File: src/rtl/qam16_sym2bit.sv
// qam16_sym2bit: buffers recovered QAM16 symbol codes and re-serialises them MSB-first; optional `QAM16_GRAY_DEMAP_EN Gray-to-binary demap on write
module qam16_sym2bit #(
    parameter int BIT_DIV = 2,
    parameter int FIFO_AW = 2
) (
    input  logic               clk,
    input  logic               rst,
    input  logic [3:0]         code,
    input  logic               code_vld,
    input  logic               ovf_clr,
    output logic               dout,
    output logic               dout_vld,
    output logic               busy,
    output logic               ovf,
    output logic [FIFO_AW:0]   fifo_cnt
);
    localparam int DEPTH = 1 << FIFO_AW;
    typedef enum logic {IDLE, SHIFT} state_t;
    state_t             state, state_n;
    logic [3:0]         mem [DEPTH];
    logic [FIFO_AW-1:0] wr_ptr, rd_ptr;
    logic [3:0]         shreg, shreg_n, wdata;
    logic [1:0]         bit_idx, idx_n;
    logic [4:0]         div_cnt, div_n;
    logic               pop, full, wr_en, ovf_set;

`ifdef QAM16_GRAY_DEMAP_EN
    assign wdata = {code[3], code[3] ^ code[2], code[1], code[1] ^ code[0]};
`else
    assign wdata = code;
`endif
    assign full    = fifo_cnt == (FIFO_AW+1)'(DEPTH);
    assign wr_en   = code_vld & (~full | pop);
    assign ovf_set = code_vld & full & ~pop;

    // symbol storage; flushed logically by resetting the pointers
    always_ff @(posedge clk)
        if (wr_en) mem[wr_ptr] <= wdata;

    // FIFO pointers, occupancy and sticky overflow (set beats clear)
    always_ff @(posedge clk or posedge rst)
        if (rst) begin
            wr_ptr   <= '0;
            rd_ptr   <= '0;
            fifo_cnt <= '0;
            ovf      <= 1'b0;
        end else begin
            if (wr_en) wr_ptr <= wr_ptr + FIFO_AW'(1);
            if (pop) rd_ptr <= rd_ptr + FIFO_AW'(1);
            fifo_cnt <= fifo_cnt + (FIFO_AW+1)'(wr_en) - (FIFO_AW+1)'(pop);
            ovf      <= ovf_set | (ovf & ~ovf_clr);
        end

    // next-state: pop into the shift register from IDLE or back-to-back at the end of bit 0
    always_comb begin
        state_n = state;
        shreg_n = shreg;
        idx_n   = bit_idx;
        div_n   = div_cnt;
        pop     = 1'b0;
        if (state == IDLE) begin
            if (fifo_cnt != '0) begin
                pop     = 1'b1;
                shreg_n = mem[rd_ptr];
                idx_n   = 2'd3;
                div_n   = '0;
                state_n = SHIFT;
            end
        end else if (div_cnt != 5'(BIT_DIV - 1)) begin
            div_n = div_cnt + 5'd1;
        end else begin
            div_n = '0;
            if (bit_idx != 2'd0) begin
                shreg_n = {shreg[2:0], 1'b0};
                idx_n   = bit_idx - 2'd1;
            end else if (fifo_cnt != '0) begin
                pop     = 1'b1;
                shreg_n = mem[rd_ptr];
                idx_n   = 2'd3;
            end else begin
                state_n = IDLE;
            end
        end
    end

    // state and outputs registered from next-state values so outputs align with the loaded bit
    always_ff @(posedge clk or posedge rst)
        if (rst) begin
            state    <= IDLE;
            shreg    <= '0;
            bit_idx  <= '0;
            div_cnt  <= '0;
            dout     <= 1'b0;
            dout_vld <= 1'b0;
            busy     <= 1'b0;
        end else begin
            state    <= state_n;
            shreg    <= shreg_n;
            bit_idx  <= idx_n;
            div_cnt  <= div_n;
            dout     <= (state_n == SHIFT) & shreg_n[3];
            dout_vld <= (state_n == SHIFT) && (div_n == '0);
            busy     <= state_n == SHIFT;
        end
endmodule

File: config.mk
export PLATFORM = sky130hd
export DESIGN_NAME = qam16_sym2bit
export DESIGN_NICKNAME = d
export VERILOG_FILES = /design/src/rtl/qam16_sym2bit.sv
export SDC_FILE = /design/constraint.sdc
export NUM_CORES = 1
export LEC_CHECK = 0
export CAP_MARGIN = 20
export CELL_PAD_IN_SITES_DETAIL_PLACEMENT = 1
export CELL_PAD_IN_SITES_GLOBAL_PLACEMENT = 2
export CORE_ASPECT_RATIO = 0.8
export CORE_MARGIN = 2
export CORE_UTILIZATION = 39
export DETAILED_ROUTE_END_ITERATION = 16
export PLACE_DENSITY_LB_ADDON = 0.1
export SLEW_MARGIN = 20
export SYNTH_ARGS = -nofsm -noshare
export SYNTH_HDL_FRONTEND = slang
export SYNTH_SLANG_ARGS = --single-unit
File: constraint.sdc
create_clock -name clk -period 4.2 [get_ports clk]
set_input_delay 0.84 -clock clk [delete_from_list [all_inputs] [get_ports clk]]
set_output_delay 0.84 -clock clk [all_outputs]
set_load 0.01 [all_outputs]
# [Word-level counts from Yosys, hierarchy flattened]
# Memories as Yosys holds them, arrays and structs flattened.
# Index checks and enable logic that the tools add are counted.
[classes] n_mux=20 n_reduce_logical=4 bitwise=10 n_addsub=6 eq_ne=3
[op_table] cell="two-way mux 4 bit" count=4
[op_table] cell="two-way mux 5 bit" count=3
[op_table] cell="two-way mux 1 bit" count=9
[op_table] cell="two-way mux 2 bit" count=4
[op_table] cell="adder 5 x 1 -> 5 bit (second input constant)" count=1
[op_table] cell="AND 1 bit" count=5
[op_table] cell="logical NOT 5 bit" count=1
[op_table] cell="!= test 5 x 1 -> 1 bit (second input constant)" count=1
[op_table] cell="adder 2 x 1 -> 2 bit (second input constant)" count=2
[op_table] cell="adder 3 x 1 -> 3 bit" count=1
[op_table] cell="equality test 3 bit (second input constant)" count=1
[op_table] cell="NOT 1 bit" count=3
[op_table] cell="nonzero test 3 bit" count=1
[op_table] cell="subtractor 3 x 1 -> 3 bit" count=1
[op_table] cell="!= test 2 bit (second input constant)" count=1
[op_table] cell="OR 1 bit" count=2
[op_table] cell="nonzero test 2 bit" count=1
[op_table] cell="subtractor 2 x 1 -> 2 bit (second input constant)" count=1
[op_table] cell="logical AND 1 bit" count=1
[totals] n_memories=1 out_inout_bits=7 mem_bits_rw=16 inputBits=8 ff_bits=22
[mem_list] name="mem" words=4 word_bits=4 read_ports=1 rd_ports_with_merged_regs=0 wr=1 line="20" text="logic [3:0] mem [DEPTH];"

# [Longest topological paths before layout]
# Gate-level depths: netlist (run 1).
[logic_depth] ltp_word=9 ltp_mapped=14 mapped_depth_nobuf=13

# [Worst setup path after synthesis (run 1)]
# OpenSTA, ideal clock, no wires.
[synth_path] path_kind="register to register" startpoint="register div_cnt[1]" endpoint="register fifo_cnt[2]" setup_slack_ps=1212 path_stages_with_launch=15 t_arrival_ps=2859 n_path_buf=1 synth_period_minus_slack_ps=2988 path_cell_list="dfrtp_1 > inv_1 > ha_1 > or4b_4 > buf_6 > o31ai_4 > o21a_2 > inv_1 > ha_1 > inv_1 > ha_1 > inv_1 > fa_1 > xnor2_1 > xnor2_1"
[synth_between] elab_chain_len=7
[synth_lines] item="start: declaration" line="24" text="logic [4:0] div_cnt, div_n;"
[synth_lines] item="start signal: assignment" line="100" text="div_cnt <= div_n;"
[synth_lines] item="!= test 5 x 1 -> 1 bit (*)" line="69" text="end else if (div_cnt != 5'(BIT_DIV - 1)) begin"
[synth_lines] item="two-way mux 1 bit (*)" line="69"
[synth_lines] item="two-way mux 1 bit (*)" line="61" text="if (state == IDLE) begin"
[synth_lines] item="OR 1 bit" line="33" text="assign wr_en = code_vld & (~full | pop);"
[synth_lines] item="AND 1 bit" line="33"
[synth_lines] item="adder 3 x 1 -> 3 bit" line="50" text="fifo_cnt <= fifo_cnt + (FIFO_AW+1)'(wr_en) - (FIFO_AW+1)'(pop);"
[synth_lines] item="subtractor 3 x 1 -> 3 bit (*)" line="50"
[synth_lines] item="end signal: assignment" line="50"
[synth_lines] item="end: declaration" line="15" text="output logic [FIFO_AW:0] fifo_cnt"
# Mark *: on every way between the ends. The rest lies on a longest branch, timed or not.
# A chain may end at the register's enable or synchronous reset.

# [Final worst setup path (run 1)]
# Ends and elaborated chain as after synthesis.

==> reports/metrics.yaml, run 1 <==
status:
  run_status: "complete, no violations"
timing:
  timing_max_transition_violations_final: 0
  final_min_period_over_clock_period: 0.751
  rsz0062_at_grt: "false"
  hold_slack_ns: 0.496
  clock-skew-final_ns: 0.00885
  tightest_slew_ns: 0.875
  timing.slew.headroom: 0.416
  timing.fmax_mhz: 317
  min_period_ns: 3.15
  finalSetupViolCount: 0
  finalHoldViolations: 0
  final.setup.tns_ns: 0
worst_setup_path:
  crit_path_start: "div_cnt[1]"
  timing.critical_path.required_ns: 4.37
  cp.arrival_ns: 3.33
  timing.critical_path.from_type: "register"
  path_class: "reg -> reg"
  cp-end-kind: "register"
  critPathMaxFanout: 10
  reg2reg_from: "div_cnt[1]"
  ff2ff_setup_slack_ns: 1.05
yosys:
  synth_top_area_share: 0.306
  synth_enable_flop_cells: 16
  syn-cell-area_mm2: 0.00180
  synth_async_sr_flop_share: 0.579
  ys_ff_latch: 38
  most_instantiated_flip_flop_cell_in_the_synthesis_netlist: "dfrtp_1"
  ys_seq_area_frac: 0.572
  synth_top_cell_by_area: "dfrtp_1"
  synthesis.instances: 142
  syn-num-nets: 159
  number_of_different_library_cells_in_the_post_synthesis_netlist: 36
  netlist_top_cells_area: "dfrtp_1, edfxtp_1, ha_1, mux4_2, xnor2_1"
  synth.yosys.warnings: 0
  post_synth.cell_area_avg_um2: 12.7
cts:
  cts_inserted_buffers: 5
  ctsHtreeMaxLevel: 2
  cts_tree: "built"
  clkLatencyLatePin_ns: 0.29
  clk_pin_slew_ns: 0.08
  cts_setup_buffers: 0
  cts_root_buf: "clkbuf_8"
  post_cts_resized: 0
  clock_tree.buffer_depth: 2
  postCtsHoldBufs: 0
  cts_num_sinks: 38
grt:
  top_usage_layer: "met1"
  grt_use_met3: 0.0515
  grt_antenna_before_repair: 0
  via_count_of_the_first_global_routing_pass: 1168
  grt.met2_usage: 0.202
  pin_count_of_the_biggest_net_entering_global_routing: 23
  grt_pass1_wl_mm: 6.05
  grt_util_met1: 0.251
  global_route.usage.total: 0.158
  grt_overflow_total: 0
place:
  gp_routability_congestion: 0.821
  detailedPlacementHpwl_mm: 2.62
  detailed_place.area_mm2: 0.00198
  port-buffer-count: 14
layout:
  multi_input_comb_area_um2: 688
  utilization: 0.463
  layout.nets: 174
  fill_cell_count: 488
  ff_latch_area_mm2: 0.00103
  syn_to_final_growth_pct: 16.0
  final_cell_area_mm2: 0.00209
  post_route_cells_drive_above_1_share: 0.108
  insertedDiodeCount: 0
floorplanning:
  start_util: 0.399
  standard_cell_core_area_mm2: 0.00451
  die-area_mm2: 0.00518
  design.portCount: 15
  fp.dieW_um: 80.0
  chipHeight_um: 64.8
  rows: 22
routing:
  drcViolationCount: 0
  detailroute.via_count: 1109
  number_of_routed_nets_with_antenna_violations: 0
  drt_iter0_markers: 68
  avgViaCountPerCell: 5.09
  wl_per_cell_um: 16.3
  dr.pass1.iters: 4
  wl_mm: 3.54
pwr:
  fin_total_pwr_mw: 1.51
  pwr_density_cell_mw_per_mm2: 723
  power_leakage_nw: 0.818
  maximum_resistive_drop_on_vdd_mv: 0.299
min_path:
  min_path_type: "reg -> reg"
  worst_hold_startpoint: "shreg[3]"
job:
  max-cap-violations: 0
[cells in the mapped netlist, drive strengths merged, types with 3 or more instances]
cell / count
ha: 8
nand3: 4
a21oi: 4
buf: 3
dfrtp: 22
o21ai: 8
and2: 5
nand2: 10
clkbuf: 3
nor2: 8
xnor2: 5
a21boi: 3
edfxtp: 16
a211oi: 3
mux4: 4
inv: 11
[power breakdown]
group          total, mW  internal (mW)  switching (mW)
combinational      0.527          0.272           0.254
sequential         0.672          0.524           0.148
clock              0.312          0.177           0.136
total               1.51          0.972           0.538
[cell type report]
class | instances | share of cell area
tap | 60 | 0.0359
sequential | 38 | 0.493
multi-input combinational | 87 | 0.329
inverter | 11 | 0.0198
clock buffer | 5 | 0.0329
clock inverter | 3 | 0.0216
timing repair buffer | 14 | 0.0671
[cells by family (layout without fill, tap and decap cells)]
group,count (synthesis),count (layout),synth area share
mux,4,4,0.0500
flops,38,38,0.572
simple gates,36,36,0.101
xor+xnor,7,7,0.0382
buf+inv,17,33,0.0458
fa+ha+maj,9,9,0.0667
compound gates,31,31,0.126
[registers in the layout (all words and copies together) (netlist names)]
signal and cells:
dout_vld 1, rd_ptr 2, wr_ptr 2, mem 16, dout 1, bit_idx 2
fifo_cnt 3, state 1, ovf 1, shreg 4, div_cnt 5
[path summary, 6_finish.rpt]
check                      cells past startpoint     endpoint
max in group asynchronous                      2   bit_idx[1]
min reg2reg                                    2     shreg[3]
max reg2reg                                   13  fifo_cnt[2]
max                                           13  fifo_cnt[2]
min in group asynchronous                      2   div_cnt[3]
min                                            2     shreg[3]
[through the flow]
stage	setup slack [ns]	cells
after floorplan	1.21	142
after global placement	1.13	210
after detailed placement	1.02	210
after CTS	1.01	218
after global routing	0.764	218
final	1.05	218
[critical path: stages (launching register included)]
cell and delay, ns:
dfrtp_1 0.44, inv_1 0.11, ha_1 0.14, or4b_4 0.55
o31ai_4 0.33, o21a_2 0.27, inv_1 0.06, ha_1 0.28
inv_1 0.06, ha_1 0.13, inv_1 0.05, fa_1 0.37
xnor2_1 0.14, xnor2_1 0.12
[layout by cell type, fill, tap and decap left out, types with 2 or more instances in the layout]
cell type,synthesis,layout
clkdlybuf4s50_1,0,14
inv_1,11,11
a221o_1,2,2
nand2_1,10,10
clkinvlp_4,0,2
and2_1,5,5
a31oi_1,2,2
a22o_1,2,2
nand4_1,2,2
nand3b_1,2,2
nor3_1,2,2
dfrtp_1,22,22
nor2_1,8,8
clkbuf_8,0,5
o21ai_0,8,8
a21oi_1,4,4
xnor2_1,5,5
edfxtp_1,16,16
a21boi_0,3,3
mux4_2,4,4
a211oi_1,3,3
ha_1,8,8
nand3_1,4,4
[layer usage]
metal	vias to the layer above	part of all wire
met1	549	0.55
met5	-	0
met3	5	0.038
met4	0	0.010
li1	536	-
met2	19	0.40
(Power assumes the default switching activity.)
==> run 2, diff against run 1 <==
--- a/config.mk
+++ b/config.mk
@@ -10,7 +10,7 @@
 export CELL_PAD_IN_SITES_GLOBAL_PLACEMENT = 2
 export CORE_ASPECT_RATIO = 0.8
 export CORE_MARGIN = 2
-export CORE_UTILIZATION = 39
+export CORE_UTILIZATION = 35
 export DETAILED_ROUTE_END_ITERATION = 16
 export PLACE_DENSITY_LB_ADDON = 0.1
 export SLEW_MARGIN = 20
==> constraint.sdc (replaced) <==
create_clock -name clk -period 2.65 [get_ports clk]
set_input_delay 0.53 -clock clk [delete_from_list [all_inputs] [get_ports clk]]
set_output_delay 0.53 -clock clk [all_outputs]
set_load 0.01 [all_outputs]
==> run 2 against run 1 <==
  * Core utilization up 0.23 points
  * Sequential power up 53%
  * Wire length rose by 11%
  * Sequential share of layout area down 4.8 points
  * Largest cell class unchanged
  * Clock skew is 0.0011 ns higher
  * Die area rose by 11%
  * Highest routed layer unchanged
  * The flow now finishes with violations (setup timing)
  * Total power increased by 82%
  * Critical endpoint unchanged
  * Setup slack got worse by 1.2 ns
  * Flip-flop and latch count unchanged
==> reports/metrics.yaml, run 2 (synthesis results as in run 1) <==
status:
  run_status: "finished with violations"
  violations_in_the_final_reports: "setup timing"
cts:
  clk_pin_slew_ns: 0.08  # about the same
  cts_tree: "built"
  clock_tree.buffer_depth: 2  # unchanged
  cts_num_sinks: 38  # unchanged
  clkLatencyLatePin_ns: 0.30  # about the same
  ctsHtreeMaxLevel: 2  # unchanged
  cts_root_buf: "clkbuf_8"
  cts_inserted_buffers: 5  # unchanged
grt:
  grt_pass1_wl_mm: 6.58  # +8.7%
  pin_count_of_the_biggest_net_entering_global_routing: 23  # unchanged
  grt_antenna_before_repair: 0  # unchanged
  via_count_of_the_first_global_routing_pass: 1297  # +11%
  global_route.usage.total: 0.156  # -0.00156
  grt_overflow_total: 0  # unchanged
routing:
  wl_per_cell_um: 16.4  # +0.70%
  detailroute.via_count: 1209  # +9.0%
  avgViaCountPerCell: 5.04  # -0.98%
  number_of_routed_nets_with_antenna_violations: 0  # unchanged
  wl_mm: 3.93  # +11%
  drcViolationCount: 0  # unchanged
  drt_iter0_markers: 56  # -18%
  dr.pass1.iters: 4  # unchanged
place:
  place_ws_ns: -0.208  # -1.23 ns
  gp_routability_congestion: 0.752  # -8.4%
  detailedPlacementHpwl_mm: 2.76  # +5.5%
  dpl.cell_count: 227  # +8.1%
  port-buffer-count: 14  # unchanged
pwr:
  switching_portion_of_total_power: 0.342  # -0.0147
  power_leakage_nw: 0.936  # +14%
  seq_power_share: 0.375  # -0.070
  fin_total_pwr_mw: 2.74  # +82%
  combPwrFrac: 0.406  # +0.057
  clock_power_share: 0.219  # +0.012
  maximum_resistive_drop_on_vdd_mv: 0.510  # +70%
  power.switching_mw: 0.937  # +74%
  pwr_density_cell_mw_per_mm2: 1180  # +64%
  cellInternalPower_mw: 1.81  # +86%
layout:
  insertedDiodeCount: 0  # unchanged
  registers_with_the_most_flip_flops: "mem: 16 flops, div_cnt: 5 flops, shreg: 4 flops"
  layout.nets: 194  # +11%
  mostFrequentLayoutCells: "dfrtp_1, buf_4, edfxtp_1"
  layoutNonFillerInstCount: 240  # +10%
  utilization: 0.465  # +0.00233
  post_route_cells_drive_above_1_share: 0.264  # +0.156
  largest_register_ffs: 16  # unchanged
  regMostFlops: "mem"
  syn_to_final_growth_pct: 28.5
  mostFrequentLayoutCell: "dfrtp_1"
timing:
  timing.slew.headroom: 0.749  # +0.333
  finalHoldViolations: 0  # unchanged
  final_min_period_over_clock_period: 1.04  # +0.289
  timing.fmax_mhz: 363  # +14%
  clock-skew-final_ns: 0.0100  # +0.00115 ns
  min_period_ns: 2.75  # -0.399 ns
  post-route-worst-setup-slack_ns: -0.104  # -1.15 ns
  rsz0062_at_grt: "true"
  timing_max_transition_violations_final: 0  # unchanged
  tightest_slew_ns: 0.376  # -0.499 ns
  hold_slack_ns: 0.499  # +0.00334 ns
  finalSetupViolCount: 2  # +2
worst_setup_path:
  timing.critical_path.from_type: "register"
  cp-end-kind: "register"
  critPathMaxFanout: 3  # -7
  critical_path.most_common_cell: "inv_2"
  critical-path-slowest-cell: "or4b_4"
  path_cells: "inv_2 > ha_4 > or4b_4 > o31ai_4 > o21a_2 > inv_2 > ha_4 > inv_2 > ha_4 > inv_2 > fa_2 > xnor2_2 > xnor2_1"
  critical_path.n_buffers_inverters: 4  # unchanged
  ff2ff_setup_slack_ns: -0.10  # -1.15 ns
  timing.critical_path.max_delay_family: "adder cells"
  worst_reg_to_reg_cells: 13  # unchanged
  path_class: "reg -> reg"
  cp_peak_stage_delay_ns: 0.47  # -0.08 ns
  cp_num_cells: 13  # unchanged
  timing.critical_path.required_ns: 2.84  # -1.53 ns
  cp.arrival_ns: 2.94  # -0.39 ns
floorplanning:
  chipHeight_um: 68.2  # +5.2%
  fp.dieW_um: 84.2  # +5.3%
  standard_cell_core_area_mm2: 0.00498  # +10%
  start_util: 0.362  # -0.0372
  rows: 23  # +4.5%
  design.portCount: 15  # unchanged
  die-area_mm2: 0.00574  # +11%
job:
  max-cap-violations: 0  # unchanged
min_path:
  worstHoldPathCells: 2  # unchanged
  min_path_type: "reg -> reg"
## run 2: cell count changes in the layout (fill, tap and decap cells not counted), moves of 2 or more
cell,previous run,this run
inv_2,0,4
clkinvlp_4,2,0
inv_1,11,7
ha_1,8,5
buf_4,0,20
ha_4,0,3
## run 2: final cells by class
type                            count  area [um2]
Clock inverter                      3        68.8
Tap cell                           62        77.6
Multi-Input combinational cell     87         738
Inverter                           11        41.3
Fill cell                         523        2660
Sequential cell                    38        1030
Clock buffer                        5        68.8
Timing Repair Buffer               34         290
## run 2: metrics by stage
step	TNS [ns]	cell area [um2]
after floorplan	-0.572	1800
after global placement	-0.0771	2090
after detailed placement	-0.322	2090
after CTS	-0.0517	2300
after global routing	-0.312	2320
final	-0.123	2320
## run 2: worst min-delay path, cell delays in order (launching register included)
cell and delay (ns):
dfrtp_1 0.33, a22oi_1 0.07, nand2_1 0.07
## run 2: layer usage
layer  vias up  part of all wire  track usage
li1        580                 -            -
met2        19              0.50        0.271
met1       603              0.45        0.189
met5         -                 0            0
met4         0             0.019       0.0726
met3         7             0.028       0.0362
## run 2: worst paths after layout
kind                                  from          end
worst max-delay path            div_cnt[1]  fifo_cnt[2]
worst min-delay path              shreg[3]     shreg[3]
worst max register to register  div_cnt[1]  fifo_cnt[2]
worst min register to register    shreg[3]     shreg[3]
max in group asynchronous              rst   div_cnt[0]
min in group asynchronous              rst    wr_ptr[0]
## run 2: power groups by stage
stage	combinational (mW)	sequential, mW	clock (mW)
finish	1.11	1.03	0.601
global route	1.25	1.07	0.643
CTS	1.10	1.03	0.617
detailed placement	1.02	1.03	0
global placement	0.977	1.02	0
floorplan	0.662	0.999	0
## run 2: what timing repair did
action,CTS,global route
setup buffers,3,2
pin swaps,6,3
hold buffers,0,0
gates resized for setup,10,1
setup endpoints to repair,2,2
==> run 3, diff against run 2 <==
--- a/config.mk
+++ b/config.mk
@@ -12,6 +12,7 @@
 export CORE_MARGIN = 2
 export CORE_UTILIZATION = 35
 export DETAILED_ROUTE_END_ITERATION = 16
+export GPL_ROUTABILITY_DRIVEN = 1
 export PLACE_DENSITY_LB_ADDON = 0.1
 export SLEW_MARGIN = 20
 export SYNTH_ARGS = -nofsm -noshare
==> results of run 3 <==
Final layout, timing and power as in run 2 (identical DEF).
